### src/rtl/sevenseg_scan_reader.sv
// rtl/sevenseg_scan_reader.sv - snoops a scanned 4-digit active-low seven-segment bus
// and rebuilds the hex digits, dots and glyph validity.
module sevenseg_scan_reader #(
   parameter int unsigned STABLE_CYCLES = 4
) (
   input  logic       clk,
   input  logic       rst,
   input  logic [3:0] an,
   input  logic [0:6] seg,
   input  logic       dp,
   output logic [3:0] A,
   output logic [3:0] B,
   output logic [3:0] C,
   output logic [3:0] D,
   output logic [0:3] dots,
   output logic [0:3] digit_valid,
   output logic       frame_done,
   output logic       anode_err,
   output logic       seg_err
);
   localparam logic [7:0] STABLE = 8'(STABLE_CYCLES);

   logic [3:0] s_an;
   logic [0:6] s_seg;
   logic       s_dp;
   logic [7:0] cnt;
   logic [7:0] cnt_next;
   logic       changed;
   logic       cap;
   logic       cap_next;
   logic       single;
   logic [1:0] idx;
   logic [4:0] glyph;
   logic [0:3] seen;
   logic [0:3] seen_set;

   // Returns {legal, value}; seg[0] (segment a) is the MSB of the pattern.
   function automatic logic [4:0] decode(input logic [0:6] s);
      case (s)
         7'b0000001: decode = 5'h10;
         7'b1001111: decode = 5'h11;
         7'b0010010: decode = 5'h12;
         7'b0000110: decode = 5'h13;
         7'b1001100: decode = 5'h14;
         7'b0100100: decode = 5'h15;
         7'b0100000: decode = 5'h16;
         7'b0001111: decode = 5'h17;
         7'b0000000: decode = 5'h18;
         7'b0000100: decode = 5'h19;
         7'b0001000: decode = 5'h1A;
         7'b1100000: decode = 5'h1B;
         7'b0110001: decode = 5'h1C;
         7'b1000010: decode = 5'h1D;
         7'b0110000: decode = 5'h1E;
         7'b0111000: decode = 5'h1F;
         default:    decode = 5'h00;
      endcase
   endfunction

   always_comb begin
      changed  = ({an, seg, dp} != {s_an, s_seg, s_dp});
      cnt_next = cnt;
      if (changed)
         cnt_next = 8'd1;
      else if (cnt >= STABLE)
         cnt_next = STABLE;
      else
         cnt_next = cnt + 8'd1;
      // Strobe only on the transition into the stable count, never while held.
      cap_next = (cnt_next == STABLE) && (changed || cnt != STABLE);

      single = 1'b1;
      idx    = 2'd0;
      case (s_an)
         4'b0111: idx = 2'd0;
         4'b1011: idx = 2'd1;
         4'b1101: idx = 2'd2;
         4'b1110: idx = 2'd3;
         default: single = 1'b0;
      endcase
      glyph    = decode(s_seg);
      seen_set = seen | (single ? (4'b1000 >> idx) : 4'b0000);
   end

   always_ff @(posedge clk) begin
      if (rst) begin
         s_an        <= 4'b1111;
         s_seg       <= 7'h7F;
         s_dp        <= 1'b1;
         cnt         <= 8'd0;
         cap         <= 1'b0;
         seen        <= 4'b0000;
         A           <= 4'h0;
         B           <= 4'h0;
         C           <= 4'h0;
         D           <= 4'h0;
         dots        <= 4'b0000;
         digit_valid <= 4'b0000;
         frame_done  <= 1'b0;
         anode_err   <= 1'b0;
         seg_err     <= 1'b0;
      end else begin
         s_an       <= an;
         s_seg      <= seg;
         s_dp       <= dp;
         cnt        <= cnt_next;
         cap        <= cap_next;
         frame_done <= 1'b0;
         anode_err  <= 1'b0;
         seg_err    <= 1'b0;
         if (cap && single) begin
            dots[idx]        <= ~s_dp;
            digit_valid[idx] <= glyph[4];
            seg_err          <= ~glyph[4];
            if (glyph[4]) begin
               case (idx)
                  2'd0: A <= glyph[3:0];
                  2'd1: B <= glyph[3:0];
                  2'd2: C <= glyph[3:0];
                  2'd3: D <= glyph[3:0];
               endcase
            end
            if (seen_set == 4'b1111) begin
               frame_done <= 1'b1;
               seen       <= 4'b0000;
            end else begin
               seen <= seen_set;
            end
         end else if (cap && s_an != 4'b1111) begin
            anode_err <= 1'b1;
         end
      end
   end
endmodule

### config.mk
export PLATFORM = sky130hd
export DESIGN_NAME = sevenseg_scan_reader
export DESIGN_NICKNAME = d
export VERILOG_FILES = /design/src/rtl/sevenseg_scan_reader.sv
export SDC_FILE = /design/constraint.sdc
export NUM_CORES = 1
export LEC_CHECK = 0
export ABC_AREA = 1
export CAP_MARGIN = 20
export CORE_MARGIN = 4
export CORE_UTILIZATION = 35
export CTS_CLUSTER_SIZE = 16
export DETAILED_ROUTE_END_ITERATION = 10
export SLEW_MARGIN = 40
export SYNTH_ARGS = -nofsm -noshare
export SYNTH_HDL_FRONTEND = slang
export SYNTH_SLANG_ARGS = --single-unit
### constraint.sdc
create_clock -name clk -period 1.8 [get_ports clk]
set_input_delay 0.36 -clock clk [delete_from_list [all_inputs] [get_ports clk]]
set_output_delay 0.36 -clock clk [all_outputs]
set_load 0.005 [all_outputs]
# After elaboration in Yosys (flattened, before gate mapping)
# Index checks and enable logic that the tools add are counted.
dict set report op_classes {
  n_shift 1
  order_cmp 3
  add_sub_neg 1
  eq_ne 27
  n_reduce_logical 14
  n_bitwise 5
  muxes 13
}
# op n
set ops {}
lappend ops {{$pmux 5 s16} 1}
lappend ops {{$eq 7x6->1 const B} 5}
lappend ops {{$eq 7x7->1 const B} 4}
lappend ops {{$eq 4x4->1 const B} 4}
lappend ops {{$mux 8} 2}
lappend ops {{$eq 7x3->1 const B} 2}
lappend ops {{$eq 7x4->1 const B} 2}
lappend ops {{$ne 12x12->1} 1}
lappend ops {{$reduce_and 3->1} 4}
lappend ops {{$add 8x1->8 const B} 1}
lappend ops {{$bwmux 4} 2}
lappend ops {{$eq 8x3->1 const B} 1}
lappend ops {{$ge 8x3->1 const B} 1}
lappend ops {{$mux 4} 2}
lappend ops {{$ne 8x3->1 const B} 1}
lappend ops {{$eq 7x1->1 const B} 1}
lappend ops {{$eq 7x5->1 const B} 1}
lappend ops {{$logic_not 7->1} 1}
lappend ops {{$pmux 2 s3} 1}
lappend ops {{$eq 2x2->1 const B} 2}
lappend ops {{$eq 4x3->1 const B} 1}
lappend ops {{$logic_and 1x1->1} 4}
lappend ops {{$mux 1} 4}
lappend ops {{$ne 4x4->1 const B} 1}
lappend ops {{12 further kinds} 15}
dict set report word_totals {
  input_bits 14
  elab_cells 79
  ff_bits 52
  out_inout_bits 27
}

# Depth between registers and ports, before layout
# Gate-level depths: netlist of the first run.
dict set report logic_depth {
  ltp_word 8
  depth_mapped 12
  mapped_depth_nobuf 12
}

# Worst setup path before layout of the first run
# No wires, ideal clock.
dict set report synth_path {
  path_type {reg2reg}
  from {register s_an[1]}
  to {register A[0]}
  setup_ns 0.114
  stages_incl_launch_ff 11
  required_time_ns 1.686
  slack_ns 0.374
  arrival_ns 1.312
  path_cell_list {dfxtp_1 nand2_1 inv_2 nand3_1 nand2_1 nor2_2 inv_1 nor3_4 nand2_4 o21ai_1 nor2_1}
}
dict set report synth_between {
  elab_chain_len 5
  word_cells_on_any_way 10
  classes_between {eq/ne: 4; mux: 2; reduce/logical: 4}
}
# item line
set synth_rtl {}
lappend synth_rtl {{from (decl)} 23} ;# logic [3:0] s_an;
lappend synth_rtl {{from (signal assigned)} 103} ;# s_an <= an;
lappend synth_rtl {{$eq 4x4->1 / $eq 4x3->1 (equally long branches)} 74} ;# case (s_an)
lappend synth_rtl {{$reduce_or 4->1 (no source line)} --}
lappend synth_rtl {{$mux 1} 74}
lappend synth_rtl {{$logic_and 1x1->1} 111} ;# if (cap && single) begin
lappend synth_rtl {{$reduce_and 3->1 (no source line) *} --}
lappend synth_rtl {{to (signal assigned)} 117} ;# 2'd0: A <= glyph[3:0];
lappend synth_rtl {{to (decl)} 11} ;# output logic [3:0] A,
# Every way passes the cells marked *; elsewhere a longest branch is shown, timed or not.
# A chain may end at the register's enable or synchronous reset.

# Final worst setup path of the first run
dict set report layout_path {
  from {register s_an[3]}
  to {register A[0]}
}
# Same word-level chain as after synthesis.

==> results of run 1 <==
==> synthesized netlist by cell type, types with 2 or more instances <==
library cell	instances	area, sq um
sky130_fd_sc_hd__nand2_1	54	203
sky130_fd_sc_hd__dfxtp_1	52	1040
sky130_fd_sc_hd__nor2_1	43	161
sky130_fd_sc_hd__inv_1	30	113
sky130_fd_sc_hd__a21oi_1	22	110
sky130_fd_sc_hd__or2_2	14	87.6
sky130_fd_sc_hd__nand2_2	8	50.1
sky130_fd_sc_hd__xnor2_1	8	70.1
sky130_fd_sc_hd__nand3_1	7	35.0
sky130_fd_sc_hd__o21ai_1	6	30.0
sky130_fd_sc_hd__inv_2	5	18.8
sky130_fd_sc_hd__nand4_1	5	31.3
sky130_fd_sc_hd__a21oi_2	4	35.0
sky130_fd_sc_hd__nor2_2	4	25.0
sky130_fd_sc_hd__nor3_1	4	20.0
sky130_fd_sc_hd__xor2_1	4	35.0
sky130_fd_sc_hd__clkbuf_1	3	11.3
sky130_fd_sc_hd__nand2_4	3	33.8
sky130_fd_sc_hd__o21ai_0	3	15.0
sky130_fd_sc_hd__ha_1	2	25.0
sky130_fd_sc_hd__nand3_2	2	20.0
sky130_fd_sc_hd__nor3_4	2	32.5
sky130_fd_sc_hd__nor4_1	2	12.5
==> critical path, stage by stage, from the launching register on <==
cell	delay (ps)
sky130_fd_sc_hd__dfxtp_1	380
sky130_fd_sc_hd__nand2_2	120
sky130_fd_sc_hd__inv_1	60
sky130_fd_sc_hd__nand3_2	90
sky130_fd_sc_hd__nand2_1	70
sky130_fd_sc_hd__nor2_2	140
sky130_fd_sc_hd__inv_1	100
sky130_fd_sc_hd__nor3_4	290
sky130_fd_sc_hd__nand2_4	130
sky130_fd_sc_hd__o21ai_1	170
sky130_fd_sc_hd__nor2_1	60
==> final timing paths <==
kind,start,to,slack [ps],depth (start not counted)
worst min register to register,seen[2],seen[2],460,2
worst min-delay path,seen[2],seen[2],460,2
worst max register to register,s_an[3],A[0],90,10
worst max-delay path,s_an[3],A[0],90,10
==> registers in the layout, summed over array words and instances, names as in the netlist, 4 cells and up <==
register / flops
dots: 4
C: 4
seen: 4
digit_valid: 4
B: 4
A: 4
s_seg: 7
D: 4
s_an: 4
cnt: 8
==> cells by family (layout without fill, tap and decap cells) <==
group,after synthesis,count (layout)
and+or+nand+nor,149,149
DFF,52,52
adders and majority gates,2,2
xor gates and xnor gates,12,12
buffers and inverters,39,88
other,1,5
AOI/OAI and AO/OA,41,41
==> cell usage in the layout (no fill, tap or decap), types with 2 or more instances in the layout <==
master,count
sky130_fd_sc_hd__buf_4,3
sky130_fd_sc_hd__inv_2,5
sky130_fd_sc_hd__nand2_2,8
sky130_fd_sc_hd__xor2_1,4
sky130_fd_sc_hd__nand2_1,54
sky130_fd_sc_hd__clkdlybuf4s50_1,40
sky130_fd_sc_hd__nand3_2,2
sky130_fd_sc_hd__nand3_1,7
sky130_fd_sc_hd__o21ai_1,6
sky130_fd_sc_hd__clkinv_4,2
sky130_fd_sc_hd__dfxtp_1,52
sky130_fd_sc_hd__ha_1,2
sky130_fd_sc_hd__nor3_1,4
sky130_fd_sc_hd__nor2_2,8
sky130_fd_sc_hd__clkbuf_8,5
sky130_fd_sc_hd__conb_1,5
sky130_fd_sc_hd__inv_1,30
sky130_fd_sc_hd__a21oi_1,22
sky130_fd_sc_hd__nand2_4,3
sky130_fd_sc_hd__o21ai_0,3
sky130_fd_sc_hd__nand4_1,5
sky130_fd_sc_hd__nor3_4,2
sky130_fd_sc_hd__nor4_1,2
sky130_fd_sc_hd__a21oi_2,4
sky130_fd_sc_hd__nor2_1,39
sky130_fd_sc_hd__xnor2_1,8
sky130_fd_sc_hd__or2_2,14
==> per-stage QoR <==
step / total power [mW] / utilization / cell area, sq um / hold WS [ps] / std cells
floorplan: 1.32 / - / 2300 / 426 / 300
global placement: 1.38 / 0.446 / 2830 / 440 / 418
detailed placement: 1.38 / 0.446 / 2830 / 441 / 418
CTS: 2.05 / 0.460 / 2920 / 456 / 426
global route: 2.12 / 0.461 / 2930 / 478 / 426
finish: 2.03 / 0.461 / 2930 / 457 / 426
==> final cells by class <==
cell class | count | area [sq um]
fill | 635 | 3420
inverter | 36 | 140
multi-input combinational | 209 | 1120
timing repair buffer | 44 | 443
clock buffer | 6 | 72.6
clock inverter | 2 | 16.3
sequential | 52 | 1040
tap | 77 | 96.3
==> routing by layer <==
metal | routed length, um | track usage | vias to the layer above
li1 | - | - | 1035
met1 | 2300 | 0.165 | 906
met2 | 2310 | 0.232 | 33
met3 | 222 | 0.0251 | 8
met4 | 66 | 0.0453 | 0
met5 | 0 | 0 | -
==> power by group through the flow <==
stage               clock, mW  combinational [mW]  sequential [mW]
detailed placement          0               0.162             1.22
finish                  0.670               0.162             1.20
CTS                     0.692               0.163             1.19
global placement            0               0.161             1.22
floorplan                   0               0.101             1.22
global route            0.741               0.180             1.20
==> implementation parameters, run 1 <==
Parameter                              Value

Layout
  Net total in the final layout    between 300 and 400
  Post-synthesis to final-layout area growth    28.0%
  Number of diodes added for antenna fixing    0
  Fraction of final layout cells sized beyond drive strength 1    0.169

Detailed routing
  Routed Wire Length    4900 um
  Post-detailed-route wirelength per cell    11.5 um
  Vias/cell    approximately 4.7
  Routed Antenna Nets    0
  DRC violation count after routing    0
  Via count    ~2.0k
  Drt first-iter violations    60
  Total iterations of the first detailed-routing run    4

Synthesis
  Compound-cell area share of the yosys netlist    0.106
  Number of enable flip-flop cells after synthesis    0
  Average instance area after synthesis    ~7.7 sq um
  Predominant post-synthesis flop cell    sky130_fd_sc_hd__dfxtp_1
  Syn. warnings    0
  Adder-cell share of the synthesized area    0.0109
  Fraction of synthesized area in multiplexers    0
  Sequential fraction of the synthesis area    0.455
  Count of different cell masters after synthesis    32
  Post-synthesis async set-or-reset flop share    0
  Combinational family with the most area after synthesis    simple AND/OR/NAND/NOR gates
  Area fraction in and, or, nand and nor cells after synthesis    0.314
  Number of flip-flops and latches in the synthesized netlist    52
  Area of the mapped netlist    2290 sq um
  Cells after Synth    296
  Parity-gate share of the synthesized area counting xor and xnor cells    0.0459

Power and ir drop
  Max IR drop VDD    ~0.45 mV
  Internal power of the cells    approximately 1.5 mW
  Leakage    approximately 1.2 nW
  Comb power frac    0.080
  Net switching power    around 0.50 mW
  Sequential fraction of design power    0.590
  Net switching fraction of the power    0.247
  Share of total power in the clock network    0.330
  PwrDens    about 700 nW/um^2

Placement
  Worst setup timing slack at the placement stage    -59.4 ps
  Sum of net half-perimeters after detailed placement    a little under 4000 um
  Gpl congestion    between 0.8 and 0.9
  Number of buffers added on ports    40

Setup path
  Max Fanout on Critical Path    6
  WS Path Type    reg -> reg
  Worst setup EP type    register
  Worst setup SP type    register
  Required time worst endpoint    roughly 2000 ps
  Critical Path AT    1920 ps

Die
  Placeable core area    roughly 6300 sq um
  Die extent in x    roughly 89 um
  Cell Rows    29
  I/O pin cnt    41
  Die extent in y    roughly 89 um
  Starting Density    0.360
  Die outline area    7900 sq um

Timing
  Final setup violating endpoints    0
  Final Max Slew Viols    0
  Clock Skew    ~6.2 ps
  Minimum period implied by the final worst setup slack    around 1700 ps
  Final worst path period share    0.952
  Maximum achievable frequency    ~0.58 GHz
  Unrepaired setup endpoints after global routing    no
  Worst setup slack after layout    a little under 90 ps
  Hold Violations, Final    0
  Total negative setup slack    0 ps

Global routing
  Wire length of the first global-routing pass    8250 um
  Gr ovfl total    0
  Total Routing Usage GR    0.134
  Pin count of the biggest net entering global routing    26
  Via count of the first global-routing pass    ~1.9k
  Initial antenna violation count    0

Clocking
  Clock latency reported for the late side of the worst-skew pair    roughly 310 ps
  H-tree depth    2
  Post-CTS Setup Repair Bufs    0
  Total clock buffers created by CTS    5
  CTS clock-pin slew for the worst setup and hold paths    around 100 ps
  Number of clock sinks seen by CTS    52
  CTS hold repair buffers    0
  Buffers from clock root to sink, at most    2
  Clock tree from TritonCTS    done
  Cell chosen for the clock root    sky130_fd_sc_hd__clkbuf_8
  Quantity of gates resized following cts    0

Flow run
  Maxcap violations    0

Run status
  Result of the run    finished clean

Min path
  Worst min-delay path class    reg -> reg
(Power assumes the default switching activity.)
==> inputs of run 2 (changes only) <==
--- a/config.mk
+++ b/config.mk
@@ -11,6 +11,7 @@
 export CORE_UTILIZATION = 35
 export CTS_CLUSTER_SIZE = 16
 export DETAILED_ROUTE_END_ITERATION = 10
+export SETUP_SLACK_MARGIN = 0.5
 export SLEW_MARGIN = 40
 export SYNTH_ARGS = -nofsm -noshare
 export SYNTH_HDL_FRONTEND = slang
==> constraint.sdc (replaced) <==
create_clock -name clk -period 1.8 [get_ports clk]
set_input_delay 0.27 -clock clk [delete_from_list [all_inputs] [get_ports clk]]
set_output_delay 0.27 -clock clk [all_outputs]
set_load 0.005 [all_outputs]
==> run 2 against run 1 <==
Count of clock-buffer cells in the layout did not move; die area did not move; wire length grew 26%; sequential share of layout area decreased by 5.5 points; register-to-register slack gained 180 ps; via count grew 11%; hold slack worse by 120 ps; final area grew 26%; largest cell class unchanged; largest power group unchanged.
==> implementation parameters, run 2 (synthesized netlist as in run 1, its figures left out) <==
Parameter                              Value

Power and ir drop
  PwrDens    roughly 590 nW/um^2
  Power Total    2.19 mW
  Max IR drop VDD    approximately 0.33 mV
  Leakage    approximately 1.7 nW

Layout
  Highest-count cells in the layout ignoring fill and taps    sky130_fd_sc_hd__buf_4 (33), sky130_fd_sc_hd__nand2_1 (31), sky130_fd_sc_hd__dlygate4sd2_1 (29), sky130_fd_sc_hd__nand2_2 (23)
  Net total in the final layout    approximately 400
  Number of flip-flops under the largest register name    8
  Post-synthesis to final-layout area growth    61.5%
  Total non-filler cell area in the finished layout    around 3700 sq um
  Share of the core filled with cells    0.582
  Fraction of final layout cells sized beyond drive strength 1    0.558
  Reg with most FFs    cnt
  Biggest regs    cnt (8), s_seg (7)
  Count of non-filler cells in the finished layout    459
  Count of filler cells inserted in the layout    ~560
  Number of diodes added for antenna fixing    0
  Most common library cell in the layout ignoring fill and taps    sky130_fd_sc_hd__buf_4

Timing
  Hold Violations, Final    0
  Final worst path period share    0.850
  Total negative setup slack    0 ps
  Hold slack final    ~340 ps
  Final Max Slew Viols    0
  Worst setup slack after layout    approximately 270 ps
  Maximum achievable frequency    0.654 GHz
  Clock Skew    7.91 ps
  Unrepaired setup endpoints after global routing    yes
  Minimum period implied by the final worst setup slack    ~1500 ps
  Final setup violating endpoints    0

Setup path
  Required time worst endpoint    around 2000 ps
  Critical Path Max Stage Delay    around 400 ps
  Cell count along the critical path    7
  Worst setup EP type    register
  CP max-delay cell    sky130_fd_sc_hd__dfxtp_4
  Top cell family by delay on the critical path    compound AO/OA/AOI/OAI gates
  Max Fanout on Critical Path    4
  Cells along the critical path    nand2_4 > nor3_4 > nor2_4 > a21oi_4 > inv_4 > o21ai_4 > a21oi_1
  Worst Reg-to-Reg Cells    7
  Critical Path AT    around 1700 ps
  Count of buffer and inverter cells on the critical path    1
  WS Path Type    reg -> reg
  Worst setup SP type    register

Clocking
  Clock tree from TritonCTS    done
  Buffers from clock root to sink, at most    2
  Clock latency reported for the late side of the worst-skew pair    300 ps
  Cell chosen for the clock root    sky130_fd_sc_hd__clkbuf_8
  Number of clock sinks seen by CTS    between 50 and 60
  Total clock buffers created by CTS    5
  CTS hold repair buffers    0
  H-tree depth    2
  CTS clock-pin slew for the worst setup and hold paths    approximately 90 ps

Placement
  Number of buffers added on ports    40
  Placed cell area    2890 sq um
  Sum of net half-perimeters after detailed placement    3910 um
  Cells after DPL    approximately 420
  Worst setup timing slack at the placement stage    approximately 69 ps
  Gpl congestion    between 0.8 and 0.9

Die
  Placeable core area    6350 sq um
  Starting Density    0.360
  Die extent in y    around 90 um
  Cell Rows    29
  Die outline area    about 8000 sq um
  Die extent in x    88.9 um
  I/O pin cnt    between 40 and 50

Min path
  Worst min-delay path class    in -> reg
  Worst hold path stage count    2

Global routing
  Via count of the first global-routing pass    2062
  Initial antenna violation count    0
  Gr ovfl total    0
  Wire length of the first global-routing pass    9590 um
  Total Routing Usage GR    0.156
  Pin count of the biggest net entering global routing    15

Detailed routing
  Vias/cell    between 4 and 5
  Routed Antenna Nets    0
  Total iterations of the first detailed-routing run    4
  Routed Wire Length    6180 um
  DRC violation count after routing    0
  Post-detailed-route wirelength per cell    around 13 um
  Via count    roughly 2.2k
  Drt first-iter violations    70

Flow run
  Maxcap violations    0

Run status
  Result of the run    finished clean
[run 2: final cells by class]
type / instances / area [sq um] / area share
Multi-Input combinational cell: 209 / 1540 / 0.418
Sequential cell: 52 / 1110 / 0.300
Timing Repair Buffer: 79 / 697 / 0.189
Inverter: 36 / 156 / 0.0423
Tap cell: 77 / 96.3 / 0.0261
Clock buffer: 6 / 93.8 / 0.0254
[run 2: per-layer routing]
layer / GRT usage / part of all wire / routed length [um] / vias up
met1: 0.196 / 0.43 / 2690 / 1023
met5: 0 / 0 / 0 / -
met2: 0.272 / 0.51 / 3160 / 63
met4: 0.0495 / 0.015 / 90 / 0
li1: - / - / - / 1107
met3: 0.0251 / 0.040 / 245 / 12
[run 2: final timing paths]
kind / start / to / slack (ps)
min reg2reg: C[3] / C[3] / 460
min: an[0] / s_an[0] / 340
max: s_an[3] / seen[2] / 270
max reg2reg: s_an[3] / seen[2] / 270
[run 2: power by group]
part	leakage (nW)	internal, mW	switching [mW]	total, mW
Clock	0.0483	0.344	0.365	0.709
Combinational	1.17	0.136	0.144	0.280
Sequential	0.436	1.16	0.0321	1.20
Total	1.65	1.64	0.541	2.19
[run 2: worst register-to-register path, cell delays in order (launching register included)]
cell and delay (ps):
sky130_fd_sc_hd__dfxtp_4 400, sky130_fd_sc_hd__nand2_4 80, sky130_fd_sc_hd__nor3_4 260, sky130_fd_sc_hd__nor2_4 70, sky130_fd_sc_hd__a21oi_4 280, sky130_fd_sc_hd__inv_4 90
sky130_fd_sc_hd__o21ai_4 200, sky130_fd_sc_hd__a21oi_1 50
[run 2: what timing repair did]
action / CTS / global route
gates cloned: 0 / 0
endpoints found under the setup margin: 60 / 36
setup buffers: 22 / 13
pin swaps: 32 / 36
resized for setup: 121 / 57
==> edit: new RTL, config.mk and constraints of run 1 <==
Put one more register stage on the output `digit_valid`, without a reset. The value now appears one clock later. The other outputs are not delayed to match.
--- a/src/rtl/sevenseg_scan_reader.sv
+++ b/src/rtl/sevenseg_scan_reader.sv
@@ -19,6 +19,8 @@
    output logic       seg_err
 );
    localparam logic [7:0] STABLE = 8'(STABLE_CYCLES);
+
+   logic [0:3] digit_valid_s0;
 
    logic [3:0] s_an;
    logic [0:6] s_seg;
@@ -95,7 +97,7 @@
          C           <= 4'h0;
          D           <= 4'h0;
          dots        <= 4'b0000;
-         digit_valid <= 4'b0000;
+         digit_valid_s0 <= 4'b0000;
          frame_done  <= 1'b0;
          anode_err   <= 1'b0;
          seg_err     <= 1'b0;
@@ -110,7 +112,7 @@
          seg_err    <= 1'b0;
          if (cap && single) begin
             dots[idx]        <= ~s_dp;
-            digit_valid[idx] <= glyph[4];
+            digit_valid_s0[idx] <= glyph[4];
             seg_err          <= ~glyph[4];
             if (glyph[4]) begin
                case (idx)
@@ -131,5 +133,9 @@
          end
       end
    end
+   always_ff @(posedge clk) begin
+      digit_valid <= digit_valid_s0;
+   end
+
 endmodule
 
Function: changed (Yosys sat finds a counterexample within 10 cycles, from zero or initial values and one cycle with rst high).
==> edit against run 1 <==
  * Design area increased by 4.3%
  * Global-route usage decreased by 0.61 points
  * Power increased by 6.7%
  * Sequential cell count increased by 4
  * Synthesized area increased by 5.7%
  * Hold slack got worse by 0.099 ns
  * Utilization decreased by 0.91 points
  * Synthesized cell count increased by 10%
  * Setup slack improved by 0.11 ns
  * Clock power increased by 6.9%
  * First-iteration DRC count increased by 1.7%
  * Routed wire length increased by 3.4%
  * Largest power group unchanged
  * Highest routed layer unchanged
==> edit: results (changes against run 1) <==
[run_status]
status=finished, final reports clean

[power]
p_leak_nw=1.29  ; +6.0%
p_comb_uw=163
switching_share=0.239  ; -0.00747
clkPwrFrac=0.331  ; about the same
peakVddDrop_uv=316  ; -29%

[yosys]
synth_cell_types=34  ; +6.3%
yosysSeqAreaShare=0.464  ; +0.00863
synthTopCellsByArea=dfxtp_1, nand2_1, nor2_1
synth_common_cells=nand2_1, dfxtp_1, nor2_1, inv_1, a21oi_1
synthAdderAreaFrac=0.0103  ; -0.000588
synth_xor_xnor_area_share=0.0181  ; -0.0278

[min_path]
worstHoldPathCells=0  ; -2
min_to=digit_valid[0]
worstHoldStart=digit_valid_s0[0]

[drt]
drt-initial-drc-count=61  ; +1.7%
dr_wl_met3_um=201  ; -9.5%

[worst_setup_path]
crit_path_start=s_seg[0]
worstPathMaxFanout=27  ; +21
arrival_ns=1.85  ; -0.07 ns
max_stage_delay_ns=0.45  ; +0.07 ns
endpoint=B[2]
r2r_slack_ns=0.19  ; +0.11 ns

[timing]
timing.hold.ws_ns=0.359  ; -0.0985 ns
fin_skew_ns=0.00746  ; +0.00124 ns
fmax_ghz=0.623  ; +6.7%

[placement]
dp_hpwl_um=3930  ; +2.1%
preCtsSetupSlack_ns=0.0603  ; +0.120 ns

[finish]
fin_nets=393  ; +8.0%
drive_gt1_frac=0.138  ; -0.0315

[grt]
grt_pass1_wl_um=8780  ; +6.4%
grt_pass1_vias=1967  ; +4.7%
grt.total_usage=0.127  ; -0.00615
grt_max_degree=28  ; +7.7%
use_met2=0.216  ; -0.0163

[clock_tree]
cts_root_buffer=clkbuf_8

edit: cell count changes in the layout (fill, tap and decap cells not counted), moves of 5 or more:
cell | before | now
a21oi_1 | 22 | 28
nand3_1 | 7 | 23
or2_2 | 14 | 7
xnor2_1 | 8 | 3
buf_4 | 3 | 8
nand2_1 | 54 | 73
edit: layout make-up:
type	instances	area, µm²
Fill cell	703	3700
Sequential cell	56	1130
Clock buffer	6	82.6
Inverter	39	146
Timing Repair Buffer	48	460
Clock inverter	2	15.0
Tap cell	80	100
Multi-Input combinational cell	227	1130
edit: metrics by stage:
stage	std cells	cell area [µm²]	power [mW]
4_1_cts	458	3040	2.19
3_5_place_dp	450	2940	1.47
2_1_floorplan	330	2430	1.41
5_1_grt	458	3060	2.26
6_report	458	3060	2.16
3_3_place_gp	450	2940	1.47
edit: timing repair:
item / in CTS / in global routing
gates resized for setup: 0 / 6
setup endpoints to repair: 0 / 20
endpoints found under the hold margin: 0 / 0
